===== src/rtl/uart_pkg.sv =====
// Shared UART constants and receiver state encoding.
package uart_pkg;

   localparam int unsigned UART_CLKS_PER_BIT = 435;
   localparam int unsigned UART_DATA_BITS    = 8;
   // Start + data + stop: the serial frame length used by the transmitter.
   localparam int unsigned UART_FRAME_BITS   = UART_DATA_BITS + 2;
   localparam int unsigned UART_CNT_W        = 16;

   typedef enum logic [2:0] {
      IDLE  = 3'd0,
      START = 3'd1,
      DATA  = 3'd2,
      STOP  = 3'd3,
      BREAK = 3'd4
   } uart_rx_state_t;

endpackage


===== src/rtl/bit_sync.sv =====
// Two-flop synchroniser for a single asynchronous input, reset to RESET_VAL.
module bit_sync #(
   parameter logic RESET_VAL = 1'b1
) (
   input  logic clk,
   input  logic reset,
   input  logic i_d,
   output logic o_q
);

   logic [1:0] r_sync;

   // Shift the raw input through two flops to settle metastability.
   always_ff @(posedge clk or posedge reset) begin
      if (reset) r_sync <= {2{RESET_VAL}};
      else       r_sync <= {r_sync[0], i_d};
   end

   assign o_q = r_sync[1];

endmodule


===== src/rtl/uart_receive.sv =====
// 8N1 UART receiver: mid-bit sampling, one-cycle valid / framing-error pulses.
module uart_receive
   import uart_pkg::*;
#(
   parameter int unsigned CLKS_PER_BIT = UART_CLKS_PER_BIT
) (
   input  logic                      clk,
   input  logic                      reset,
   input  logic                      rxd,
   output logic [UART_DATA_BITS-1:0] dataOutput,
   output logic                      dataValid,
   output logic                      frameError,
   output logic                      busy
);

   localparam int unsigned HALF_BIT = (CLKS_PER_BIT - 1) / 2;
   localparam int unsigned IDX_W    = $clog2(UART_DATA_BITS);
   localparam logic [UART_CNT_W-1:0] HALF_CNT = UART_CNT_W'(HALF_BIT);
   localparam logic [UART_CNT_W-1:0] LAST_CNT = UART_CNT_W'(CLKS_PER_BIT - 1);
   localparam logic [IDX_W-1:0]      LAST_IDX = IDX_W'(UART_DATA_BITS - 1);

   uart_rx_state_t            r_state, w_state_n;
   logic [UART_CNT_W-1:0]     r_cnt, w_cnt_n;
   logic [IDX_W-1:0]          r_idx, w_idx_n;
   logic [UART_DATA_BITS-1:0] r_shift, w_shift_n;
   logic [UART_DATA_BITS-1:0] r_data, w_data_n;
   logic                      r_valid, w_valid_n;
   logic                      r_ferr, w_ferr_n;
   logic                      r_busy, w_busy_n;
   logic                      w_rxs;

   bit_sync #(.RESET_VAL(1'b1)) u_rxd_sync (
      .clk   (clk),
      .reset (reset),
      .i_d   (rxd),
      .o_q   (w_rxs)
   );

   // State and datapath registers.
   always_ff @(posedge clk or posedge reset) begin
      if (reset) begin
         r_state <= IDLE;
         r_cnt   <= '0;
         r_idx   <= '0;
         r_shift <= '0;
         r_data  <= '0;
         r_valid <= 1'b0;
         r_ferr  <= 1'b0;
         r_busy  <= 1'b0;
      end else begin
         r_state <= w_state_n;
         r_cnt   <= w_cnt_n;
         r_idx   <= w_idx_n;
         r_shift <= w_shift_n;
         r_data  <= w_data_n;
         r_valid <= w_valid_n;
         r_ferr  <= w_ferr_n;
         r_busy  <= w_busy_n;
      end
   end

   // Next-state logic: counter clears on every state entry, samples at bit mid-points.
   always_comb begin
      w_state_n = r_state;
      w_cnt_n   = r_cnt + UART_CNT_W'(1);
      w_idx_n   = r_idx;
      w_shift_n = r_shift;
      w_data_n  = r_data;
      w_valid_n = 1'b0;
      w_ferr_n  = 1'b0;

      case (r_state)
         IDLE: begin
            w_cnt_n = '0;
            if (!w_rxs) w_state_n = START;
         end
         START: begin
            if (r_cnt == HALF_CNT) begin
               w_cnt_n = '0;
               if (!w_rxs) begin
                  w_state_n = DATA;
                  w_idx_n   = '0;
               end else begin
                  // Line went back high before mid start bit: treat as a glitch.
                  w_state_n = IDLE;
               end
            end
         end
         DATA: begin
            if (r_cnt == LAST_CNT) begin
               w_cnt_n          = '0;
               w_shift_n[r_idx] = w_rxs;
               if (r_idx == LAST_IDX) w_state_n = STOP;
               else                   w_idx_n   = r_idx + IDX_W'(1);
            end
         end
         STOP: begin
            if (r_cnt == LAST_CNT) begin
               w_cnt_n = '0;
               if (w_rxs) begin
                  // Leave mid-stop-bit so a back-to-back start edge is caught.
                  w_data_n  = r_shift;
                  w_valid_n = 1'b1;
                  w_state_n = IDLE;
               end else begin
                  w_ferr_n  = 1'b1;
                  w_state_n = BREAK;
               end
            end
         end
         BREAK: begin
            // Hold here while the line is low so a break is not re-read as starts.
            w_cnt_n = '0;
            if (w_rxs) w_state_n = IDLE;
         end
         default: begin
            w_state_n = IDLE;
            w_cnt_n   = '0;
         end
      endcase

      w_busy_n = (w_state_n != IDLE);
   end

   assign dataOutput = r_data;
   assign dataValid  = r_valid;
   assign frameError = r_ferr;
   assign busy       = r_busy;

endmodule

===== config.mk =====
export PLATFORM = sky130hd
export DESIGN_NAME = uart_receive
export DESIGN_NICKNAME = d
export VERILOG_FILES = /design/src/rtl/uart_pkg.sv /design/src/rtl/bit_sync.sv /design/src/rtl/uart_receive.sv
export SDC_FILE = /design/constraint.sdc
export NUM_CORES = 1
export LEC_CHECK = 0
export BUFFER_PORTS_ARGS = -buffer_cell sky130_fd_sc_hd__buf_4
export CAP_MARGIN = 5
export CORE_AREA = 4 4 77 58
export CTS_CLUSTER_DIAMETER = 50
export DETAILED_ROUTE_END_ITERATION = 16
export DIE_AREA = 0 0 81 62
export PLACE_DENSITY = 0.76
export SYNTH_ARGS = -nofsm -noshare
export SYNTH_HDL_FRONTEND = slang
export SYNTH_HIERARCHICAL = 1
export SYNTH_SLANG_ARGS = --single-unit

===== constraint.sdc =====
create_clock -name clk -period 2.4 [get_ports clk]
set_input_delay 0.24 -clock clk [delete_from_list [all_inputs] [get_ports clk]]
set_output_delay 0.24 -clock clk [all_outputs]
set_load 0.005 [all_outputs]

After elaboration in Yosys (flattened, before gate mapping)
Index checks and enable logic that the tools add are counted.

storage, ports and cells
  output and inout port bits = 11
  register bits after elaboration = 43
  input bits = 3
  logic and storage cells = 58

cells by class
  mux-type cells = 26
  equal/unequal tests = 11
  add/subtract/negate cells = 2
  reductions and logical operators = 8
  magnitude comparators = 2

operators with widths
  cell                   count
  $mux 3                 11
  $mux 16                2
  $pmux 16 s2            1
  $add 16x1->16 const B  1
  $eq 16x8->1 const B    1
  $eq 16x9->1 const B    1
  $pmux 3 s5             1
  $bwmux 8               1
  $ne 2x2->1 const B     4
  $mux 1                 7
  $eq 3x2->1 const B     2
  $eq 3x3->1 const B     2
  $pmux 3 s2             1
  $reduce_and 5->1       1
  $lt 3x4->1 const B     1
  $add 3x1->3 const B    1
  $demux 1 s3            1
  $eq 3x1->1 const B     1
  $ge 3x1->1 const B     1
  $logic_not 3->1        1
  $reduce_and 3->1       1
  $reduce_bool 3->1      1
  $mux 2                 1
  $reduce_and 2->1       1
  other kinds (3)        3

Logic depth before layout (Yosys ltp)
Gate-level depths: netlist (run 1).

  word-level depth = 5
  depth in mapped cells = 8
  gate-level depth less buffers = 7

By module
The synthesis (run 1) kept the hierarchy.

modules (own cells, without submodules)
  module        sequential area each (µm²)  instances  area each (µm²)  cells an instance
  uart_receive  1026.0                      1          2083.2           190
  bit_sync      52.6                        1          56.3             3

Worst setup path before layout (run 1)
OpenSTA, ideal clock, no wires.

  kind = reg2reg
  start point = register r_cnt[0]
  end point = register r_data[0] (netlist: dataOutput[0])
  setup time = 0.125 ns
  arrival = 1.702 ns
  cell stages (with the launch flop) = 7
  setup slack = 0.573 ns
  buffers on the path = 0
  clock period less this slack = 1.827 ns
  required time = 2.275 ns
  path through = dfrtp_1 inv_1 ha_1 and4b_1 nand4_4 nor3_4 mux2_4

between the ends
  longest elaborated chain between the ends = 2

RTL lines
  item                               RTL line            text
  start: declaration                 uart_receive.sv:23  logic [UART_CNT_W-1:0] r_cnt, w_cnt_n;
  start signal: assignment           uart_receive.sv:52  r_cnt <= w_cnt_n;
  $eq 16x9->1                        uart_receive.sv:98  if (r_cnt == LAST_CNT) begin
  $reduce_and 3->1 (no source line)  -
  end signal: assignment             uart_receive.sv:55  r_data <= w_data_n;
  end: declaration                   uart_receive.sv:26  logic [UART_DATA_BITS-1:0] r_data, w_data_n;

No other way between the ends.
A chain may end at the register's enable or synchronous reset.

Worst setup path in the final report (run 1)
  start point = register r_cnt[13]
  end point = register r_data[6] (netlist: dataOutput[6])

The elaborated chain is that of the path after synthesis.

==> results of run 1 <==
-- power by group --
part | total (mW) | internal [mW] | switching [mW]
clock | 0.574 | 0.337 | 0.237
sequential | 0.728 | 0.727 | 0.000996
combinational | 0.0257 | 0.00634 | 0.0194
total | 1.33 | 1.07 | 0.258
-- area by class of cell --
| type | instances | area [um2] | area share (%) |
|---|---|---|---|
| repair buffers | 16 | 122.6 | 5.059 |
| clock inverters | 2 | 35.03 | 1.446 |
| inverters | 6 | 22.52 | 0.9293 |
| well taps | 52 | 65.06 | 2.685 |
| flip-flops and latches | 43 | 1079 | 44.50 |
| multi-input cells | 139 | 1017 | 41.97 |
| clock buffers | 6 | 82.58 | 3.407 |
-- registers in the layout, summed over array words and instances, names as in the netlist --
name,cells
dataValid,1
dataOutput,8
r_shift,8
frameError,1
u_rxd_sync/r_sync,2
r_cnt,16
r_state,3
r_idx,3
busy,1
-- timing repair --
item | in CTS | in global routing
hold buffers | 1 | 0
setup endpoints to repair | 0 | 0
hold endpoints to repair | 2 | 0
-- how the worst max path moves through the flow --
stage / end / cells after the start / startpoint / slack [ns]
floorplan: dataOutput[0] / 6 / r_cnt[0] / 0.57
global placement: dataOutput[1] / 6 / r_cnt[0] / 0.45
detailed placement: dataOutput[7] / 4 / r_cnt[13] / 0.37
CTS: dataOutput[3] / 4 / r_cnt[13] / 0.36
global route: r_cnt[12] / 5 / r_cnt[12] / 0.25
finish: dataOutput[6] / 4 / r_cnt[13] / 0.38
-- logic make-up (layout without fill, tap and decap cells) --
family	Yosys count	in the layout	synth area share, %
buffers and inverters	11	30	2.047
adders and majority gates	5	5	2.924
muxes	16	16	9.824
AOI/OAI and AO/OA	8	8	2.749
xor gates and xnor gates	14	14	5.731
and+or+nand+nor	96	96	26.32
DFF	43	43	50.41
-- metal layers --
layer	global-route usage [%]	share of wire [%]	vias up
met3	4.467	3.5	6
met5	0	0	-
met4	8.675	1.6	0
met2	29.12	47	29
met1	24.84	48	732
li1	-	-	703
-- synth_stat cells, types with 5 or more instances --
master   number
inv_1         6
mux2_4        8
nor2_1       27
ha_1          5
nand4_1       8
nand2_1      14
xnor2_1       5
nor2b_1       5
xor2_1        9
nand3_1      14
dfrtp_1      41
-- worst max-delay path, stage by stage, from the launching register on --
cell and delay, ns:
dfrtp_1 0.44, nor4_4 0.41, nand4_4 0.20, nor3_4 0.51, mux2_4 0.35
==> results.md, run 1 <==
- DRT Wirelength: about 4000 um
- Final hold violations: 0
- Worst rel slew slack: between 50% and 60%
- Routed wire length per instance: between 15 and 20 um
- Syn. warnings: 6
- Die H: approximately 62 um
- Rows: 19
- Setup CP Type: reg -> reg
- IO buf count: 13
- Cells after DPL: approximately 260
- Tot GR Track Use: a little under a fifth
- Ant diodes: 0
- Synth top area share: 47.95%
- Top cells by area, synth: dfrtp_1 (48%), mux2_4 (5.6%), nor2_1 (4.7%), xor2_1 (3.7%), nand3_1 (3.3%)
- Place WS: between 0.3 and 0.4 ns
- Gate Count Post-Synth: between 150 and 200
- I/O Pins: 14
- Number of synthesized flops with an enable pin: 0
- First-pass GRT wire length: 6865 um
- Netlist cell types: 44
- Asr flop ratio synth: 100.0%
- Die area: about 0.005 mm2
- Number of max-cap violations: 0
- Power Total: about 1.3 mW
- Max Clk Rate: between 0.4 and 0.5 GHz
- RR Endpoint: dataOutput[6]
- Min setup slack post-route: around 0.38 ns
- Post-Synthesis Net Count: 201
- Reg-to-reg slack, setup: 0.38 ns
- WP data arrival: ~2.2 ns
- CTS Sinks: between 40 and 50
- Vias per cell: approximately 5.6
- Sequential area share after synthesis: between 50% and 60%
- CTS clock-pin slew for the worst setup and hold paths: 0.08 ns
- Initial antenna violation count: 0
- CTS Buf Count: 5
- Placeable Area: between 0.003 and 0.004 mm2
- Initial drt markers: approximately 120
- Hold crit path type: in -> reg
- Post-layout util: between 60% and 70%
- # setup viols final: 0
- Post-DRT Antenna Nets: 0
- Post-CTS setup buffer count: 0
- Required time worst endpoint: around 2.6 ns
- Worst Setup Start Kind: register
- Hold EP: u_rxd_sync/r_sync[0]
- Gr ovfl total: 0
- Synthesized flop and latch total: 43
- Slew @ Worst Pin: 0.5981 ns
- Filler cell count: ~320
- TNS Setup: 0 ns
- Post-CTS Resized: 0
- Clock tree buffer depth: 2
- Die Wd: 81 um
- GPL Wtd Cong: approximately 0.82
- Commonest non-fill, non-tap cell in the layout: dfrtp_1
- Clock Latency Late Sink: between 0.2 and 0.3 ns
- Leakage: approximately 1.2 nW
- Final hold slack: 0.05081 ns
- Unrepaired setup endpoints after global routing: no
- Cell taking the most area after synthesis: dfrtp_1
- Router iterations before antenna repair: 4
- Post-DP HPWL: around 2900 um
- DR DRC count: 0
- Largest net degree at the start of global routing: 42
- Design Area, Final: 0.002424 mm2
- Dpl cell area: around 0.0023 mm2
- Peak supply drop: 0.3901 mV
- Starting Density: 56.96%
- Final min period: between 2 and 2.5 ns
- Reg2reg start: r_cnt[13]
- Nets: 219
- Synth-to-layout area growth: 13.27%
- Syn Std Cell Area: approximately 0.0021 mm2
- CTS Root Buffer Type: clkbuf_8
- Kind of end point of the critical path: register
- Hold path start: rxd
- Status: completed
- Layout cell share with drive strength beyond 1: between 20% and 30%
- CTS tree: yes
- Crit share post-route: between 80 and 90%
- Clock Skew: between 0.006 and 0.007 ns
- Slew Limit Fails: 0
- Hold Crit Depth: 1
- Crit Path Max Fanout: 8
- Commonest non-fill, non-tap cells in the layout: dfrtp_1 (41), nor2_1 (27), buf_4 (15), nand3_1 (14), nand2_1 (14)
- Reg2reg path depth: 4
- H-tree lvl count: 2
- Leading register cell type out of synthesis: dfrtp_1
- Synthesized area per cell: 11.09 um2
- Number of global-route vias before repair: approximately 1,500
- Power density cells: about 550 mW/mm2
- Vias: approximately 1,500
- Non-Filler Instances: roughly 260
Note: power is estimated with default switching activity, not from simulation.
==> run 2: changes to the inputs <==
CORE_AREA = 4 4 81 60   (was 4 4 77 58)
DIE_AREA = 0 0 85 64   (was 0 0 81 62)
PLACE_DENSITY = 0.73   (was 0.76)
clock period = 1.7 ns   (was 2.4 ns; I/O delays follow)
==> results.md, run 2 (synthesis gave the netlist of run 1 again) <==
- Status: finished, violations left
- Failing checks: setup timing
- IO buf count: 13 (unchanged)
- # setup viols final: 38 (+38)
- Int Pwr: 1.512 mW (+41%)
- Post-DRT Antenna Nets: 0 (unchanged)
- WP data arrival: 2.03 ns (-0.17 ns)
- Filler cell count: 326 (+3.2%)
- CTS Root Buffer Type: clkbuf_8
- Largest net degree at the start of global routing: 42 (unchanged)
- Switching power: 0.3671 mW (+43%)
- Biggest register: r_cnt
- Slew Limit Fails: 0 (unchanged)
- Kind of end point of the critical path: register
- Post-DP HPWL: 3191 um (+11%)
- Synth-to-layout area growth: 29.82%
- Number of max-cap violations: 0 (unchanged)
- Required time worst endpoint: 1.88 ns (-0.69 ns)
- CTS Buf Count: 5 (unchanged)
- Layout cell share with drive strength beyond 1: 40.98% (+19 points)
- Setup CP Type: reg -> reg
- Tot GR Track Use: 17.43% (-1.2 points)
- Final hold violations: 0 (unchanged)
- Hold crit path type: reg -> reg
- Clock share of power: 43.3% (about the same)
- Die Wd: 85 um (+4.9%)
- Max Clk Rate: 0.5413 GHz (+9.5%)
- Design Area, Final: 0.002778 mm2 (+15%)
- Reg area: 0.001079 mm2 (unchanged)
- Router iterations before antenna repair: 4 (unchanged)
- TNS Setup: -2.446 ns (-2.446 ns)
- Power density cells: 676.4 mW/mm2 (+24%)
- Initial antenna violation count: 0 (unchanged)
- Routed wire length per instance: 14.53 um (-3.6%)
- Unrepaired setup endpoints after global routing: yes
- Sequential group share of total power: 54.7% (about the same)
- Min setup slack post-route: -0.1472 ns (-0.5251 ns)
- Clock tree buffer depth: 2 (unchanged)
- Nets: 251 (+15%)
- GPL Wtd Cong: 0.8401 (+2.0%)
- Initial drt markers: 56 (-53%)
- Die area: 0.005440 mm2 (+8.3%)
- Clock Latency Late Sink: 0.29 ns (about the same)
- Gr ovfl total: 0 (unchanged)
- Place WS: -0.1503 ns (-0.5248 ns)
- Starting Density: 51.20% (-5.8 points)
- First-pass GRT wire length: 7369 um (+7.3%)
- Die H: 64 um (+3.2%)
- Crit Path Max Fanout: 7 (-1)
- Clock Skew: 0.004369 ns (-0.002496 ns)
- I/O Pins: 14 (unchanged)
- Worst Setup Start Kind: register
- DR DRC count: 0 (unchanged)
- Number of global-route vias before repair: 1,526 (+4.6%)
- Vias per cell: 5.278 (-5.2%)
- Crit share post-route: 108.7% (+24 points)
- Commonest non-fill, non-tap cell in the layout: buf_4
- H-tree lvl count: 2 (unchanged)
- Slew @ Worst Pin: 0.5109 ns (-0.08724 ns)
- Ant diodes: 0 (unchanged)
- Vias: 1,578 (+7.3%)
- Placeable Area: 0.004179 mm2 (+11%)
- Worst rel slew slack: 65.94% (+5.9 points)
- Final min period: 1.847 ns (-0.1749 ns)
- DRT Wirelength: 4343 um (+9.2%)
- Rows: 20 (+1)
- Commonest non-fill, non-tap cells in the layout: buf_4 (44), dfrtp_1 (41), nor2_1 (19), nand2_1 (14), mux2_4 (10)
- Dpl cell area: 0.002560 mm2 (+11%)
- CTS Sinks: 43 (unchanged)
- CTS clock-pin slew for the worst setup and hold paths: 0.08 ns (about the same)
- Leakage: 1.346 nW (+15%)
- Net Sw Frac: 19.54% (+0.13 points)
- Multi-input gate area: 0.001100 mm2 (+8.1%)
- Combinational share of power: 2.0% (about the same)
- Largest register FFs: 16 (unchanged)
- CTS tree: yes
- Peak supply drop: 0.4475 mV (+15%)
run 2: cell type report:
type / count / share of cell area, %
Clock inverter: 2 / 1.261
Tap cell: 55 / 2.477
Multi-Input combinational cell: 139 / 39.59
Timing Repair Buffer: 48 / 14.05
Clock buffer: 6 / 2.973
Sequential cell: 43 / 38.83
Inverter: 6 / 0.8108
run 2: worst max-delay path, cell delays in order (launching register included):
cell and delay [ns]:
dfrtp_1 0.41, nor4_4 0.41, nand4_4 0.21, nor2_4 0.21, nand4_1 0.17, mux2_4 0.33
run 2: stage by stage:
step	utilization (%)	instances	hold slack, ns	total power, mW
3_3_place_gp	61.26	288	0.2113	1.083
3_5_place_dp	61.26	288	0.2148	1.084
4_1_cts	65.33	299	0.3615	1.910
2_1_floorplan	-	193	0.08150	1.068
6_report	66.47	299	0.3588	1.879
5_1_grt	66.47	299	0.3672	1.953
run 2: routing by layer:
metal  track usage [%]  vias to the layer above  wire, um
met1             25.75                      781      2224
met4             5.929                        0        58
met5                 0                        -         0
met2             25.10                       24      1921
li1                  -                      768         -
met3             3.995                        5       139
run 2: power groups by stage:
stage | Sequential, mW | Combinational (mW) | Clock [mW]
after CTS | 1.03 | 0.0401 | 0.842
after global placement | 1.05 | 0.0356 | 0
after global routing | 1.03 | 0.0458 | 0.879
after detailed placement | 1.05 | 0.0363 | 0
final | 1.03 | 0.0381 | 0.813
after floorplan | 1.05 | 0.0206 | 0
run 2: path summary, 6_finish.rpt:
| check | from | to | slack, ns | depth (start not counted) |
|---|---|---|---|---|
| worst min-delay path | u_rxd_sync/r_sync[0] | u_rxd_sync/r_sync[1] | 0.36 | 0 |
| worst max register to register | r_cnt[13] | r_shift[6] | -0.15 | 5 |
| worst min register to register | u_rxd_sync/r_sync[0] | u_rxd_sync/r_sync[1] | 0.36 | 0 |
| max in group asynchronous | reset | r_cnt[13] | 0.79 | 4 |
| min in group asynchronous | reset | u_rxd_sync/r_sync[0] | 0.45 | 3 |
| worst max-delay path | r_cnt[13] | r_shift[6] | -0.15 | 5 |
run 2: timing repair:
item                       in CTS  in global routing
setup buffers                   1                  0
setup endpoints to repair      38                 39
hold endpoints to repair        3                  0
pin swaps                       1                  3
resized for setup               7                 13
hold buffers                    2                  0
==> run 3: changes to the inputs <==
TNS_END_PERCENT = 50   (was not set)
==> results.md, run 3 (synthesis gave the netlist of run 1 again) <==
- Status: finished, violations left
- Failing checks: setup timing
- Reg2reg start: r_cnt[13]
- Initial drt markers: 75 (+34%)
- DRT Wirelength: 4338 um (-0.12%)
- Power density cells: 675.7 mW/mm2 (-0.11%)
- Die Wd: 85 um (unchanged)
- Dpl cell area: 0.002550 mm2 (-0.39%)
- Post-DP HPWL: 3110 um (-2.5%)
- Routed wire length per instance: 14.46 um (-0.45%)
- Number of stages on the worst setup path: 5 (unchanged)
- # setup viols final: 36 (-5.3%)
- Starting Density: 51.20% (unchanged)
- Vias per cell: 5.193 (-1.6%)
- Commonest non-fill, non-tap cells in the layout: buf_4 (45), dfrtp_1 (41), nor2_1 (24), nand2_1 (14), nand3_1 (11)
- Biggest register: r_cnt
- Post-DRT Antenna Nets: 0 (unchanged)
- Initial antenna violation count: 0 (unchanged)
- Min setup slack post-route: -0.1586 ns (-0.01139 ns)
- RR Endpoint: r_idx[0]
- Power Total: 1.874 mW (-0.25%)
- Layout cell share with drive strength beyond 1: 38.78% (-2.2 points)
- Router iterations before antenna repair: 4 (unchanged)
- Vias: 1,558 (-1.3%)
- Slew Limit Fails: 0 (unchanged)
- Ant diodes: 0 (unchanged)
- Placeable Area: 0.004179 mm2 (unchanged)
- Peak supply drop: 0.5589 mV (+25%)
- Non-Filler Instances: 300 (+0.33%)
- TNS Setup: -2.955 ns (-0.5094 ns)
- CP max stage cell: or4_4
- Top Family by Delay on Critical Path: simple AND/OR/NAND/NOR gates
- Nets: 252 (+0.40%)
- Largest register FFs: 16 (unchanged)
- Clock Skew: 0.009794 ns (+0.005425 ns)
- GPL Wtd Cong: 0.8652 (+3.0%)
- Reg-to-reg slack, setup: -0.16 ns (about the same)
- Unrepaired setup endpoints after global routing: yes
- DR DRC count: 0 (unchanged)
- Post-layout util: 66.38% (-0.090 points)
- Design Area, Final: 0.002774 mm2 (-0.14%)
- CTS Buf Count: 5 (unchanged)
- CTS Root Buffer Type: clkbuf_8
- Setup crit end: r_idx[0]
- Tot GR Track Use: 17.03% (-0.40 points)
- I/O Pins: 14 (unchanged)
- Worst rel slew slack: 65.21% (-0.73 points)
- Synth-to-layout area growth: 29.65%
- Die area: 0.005440 mm2 (unchanged)
- H-tree lvl count: 2 (unchanged)
- Largest net degree at the start of global routing: 42 (unchanged)
- Hold crit path type: reg -> reg
- Required time worst endpoint: 1.88 ns (about the same)
- Rows: 20 (unchanged)
- Leakage: 1.356 nW (+0.78%)
- Gr ovfl total: 0 (unchanged)
- Number of global-route vias before repair: 1,497 (-1.9%)
- CTS tree: yes
- Setup CP Type: reg -> reg
- CTS clock-pin slew for the worst setup and hold paths: 0.09 ns (about the same)
- Commonest non-fill, non-tap cell in the layout: buf_4
- Cells after DPL: 288 (unchanged)
- Slew @ Worst Pin: 0.5219 ns (+0.01102 ns)
- Max Clk Rate: 0.5380 GHz (-0.61%)
- Final hold violations: 0 (unchanged)
- Crit share post-route: 109.3% (+0.67 points)
- WP data arrival: 2.04 ns (about the same)
- Final hold slack: 0.3598 ns (+0.001063 ns)
- Kind of end point of the critical path: register
- First-pass GRT wire length: 7251 um (-1.6%)
- Worst-path cell chain: nor4_4 -> nand4_1 -> or4_4 -> nand3_2 -> o21ai_1
- Number of max-cap violations: 0 (unchanged)
- Die H: 64 um (unchanged)
- Reg2reg path depth: 5 (unchanged)
- Final min period: 1.859 ns (+0.01139 ns)
- Origin of the worst setup path: r_cnt[13]
- Place WS: -0.1611 ns (-0.01079 ns)
- Worst Setup Start Kind: register
- IO buf count: 13 (unchanged)
- Clock Latency Late Sink: 0.30 ns (about the same)
- CTS Sinks: 43 (unchanged)
- Crit Path Max Fanout: 3 (-4)
- CP bufs+invs: 0 (unchanged)
- CP peak stage delay: 0.55 ns (+0.14 ns)
- Clock tree buffer depth: 2 (unchanged)
-- run 3: cell types whose count changed in the layout (fill, tap and decap cells not counted), moves of 2 or more --
cell,before,now
nand3_1,9,11
nor2_1,19,24
nand3_2,5,2
nor2_2,8,2
and2_4,0,2
-- run 3: routing by layer --
metal  GRT usage [%]  routed length [um]  up-vias  share of wire (%)
met3           3.866                 112        4                2.6
li1                -                   -      772                  -
met1           25.87                2301      760                 53
met5               0                   0        -                  0
met2           23.93                1866       22                 43
met4           5.336                  58        0                1.3
-- run 3: how the worst min path moves through the flow --
stage                         start                   end  slack [ns]  cells past startpoint
5_1_grt        u_rxd_sync/r_sync[0]  u_rxd_sync/r_sync[1]        0.36                      0
3_3_place_gp                  reset  u_rxd_sync/r_sync[0]        0.21                      2
2_1_floorplan                 reset  u_rxd_sync/r_sync[0]        0.08                      1
3_5_place_dp                  reset  u_rxd_sync/r_sync[0]        0.22                      2
4_1_cts        u_rxd_sync/r_sync[0]  u_rxd_sync/r_sync[1]        0.36                      0
6_report       u_rxd_sync/r_sync[0]  u_rxd_sync/r_sync[1]        0.36                      0
-- run 3: where the power goes --
part	internal [mW]	leakage (nW)	switching, mW
logic	0.0105	0.724	0.0277
clock network	0.438	0.0581	0.369
registers	1.03	0.574	0.00262
total	1.47	1.36	0.400
-- run 3: repair_timing --
| action | in CTS | in global routing |
|---|---|---|
| gates resized for setup | 8 | 12 |
| hold buffers | 2 | 0 |
| hold endpoints to repair | 3 | 0 |
| setup endpoints to repair | 38 | 37 |
| pin swaps | 11 | 8 |
| buffers inserted | 0 | 2 |
-- run 3: cell type report --
| cell class | count | area (um2) |
|---|---|---|
| Fill cell | 312 | 1405 |
| Multi-Input combinational cell | 139 | 1094 |
| Sequential cell | 43 | 1079 |
| Timing Repair Buffer | 49 | 397.9 |
| Clock buffer | 5 | 68.82 |
| Tap cell | 55 | 68.82 |
| Clock inverter | 3 | 43.79 |
| Inverter | 6 | 22.52 |
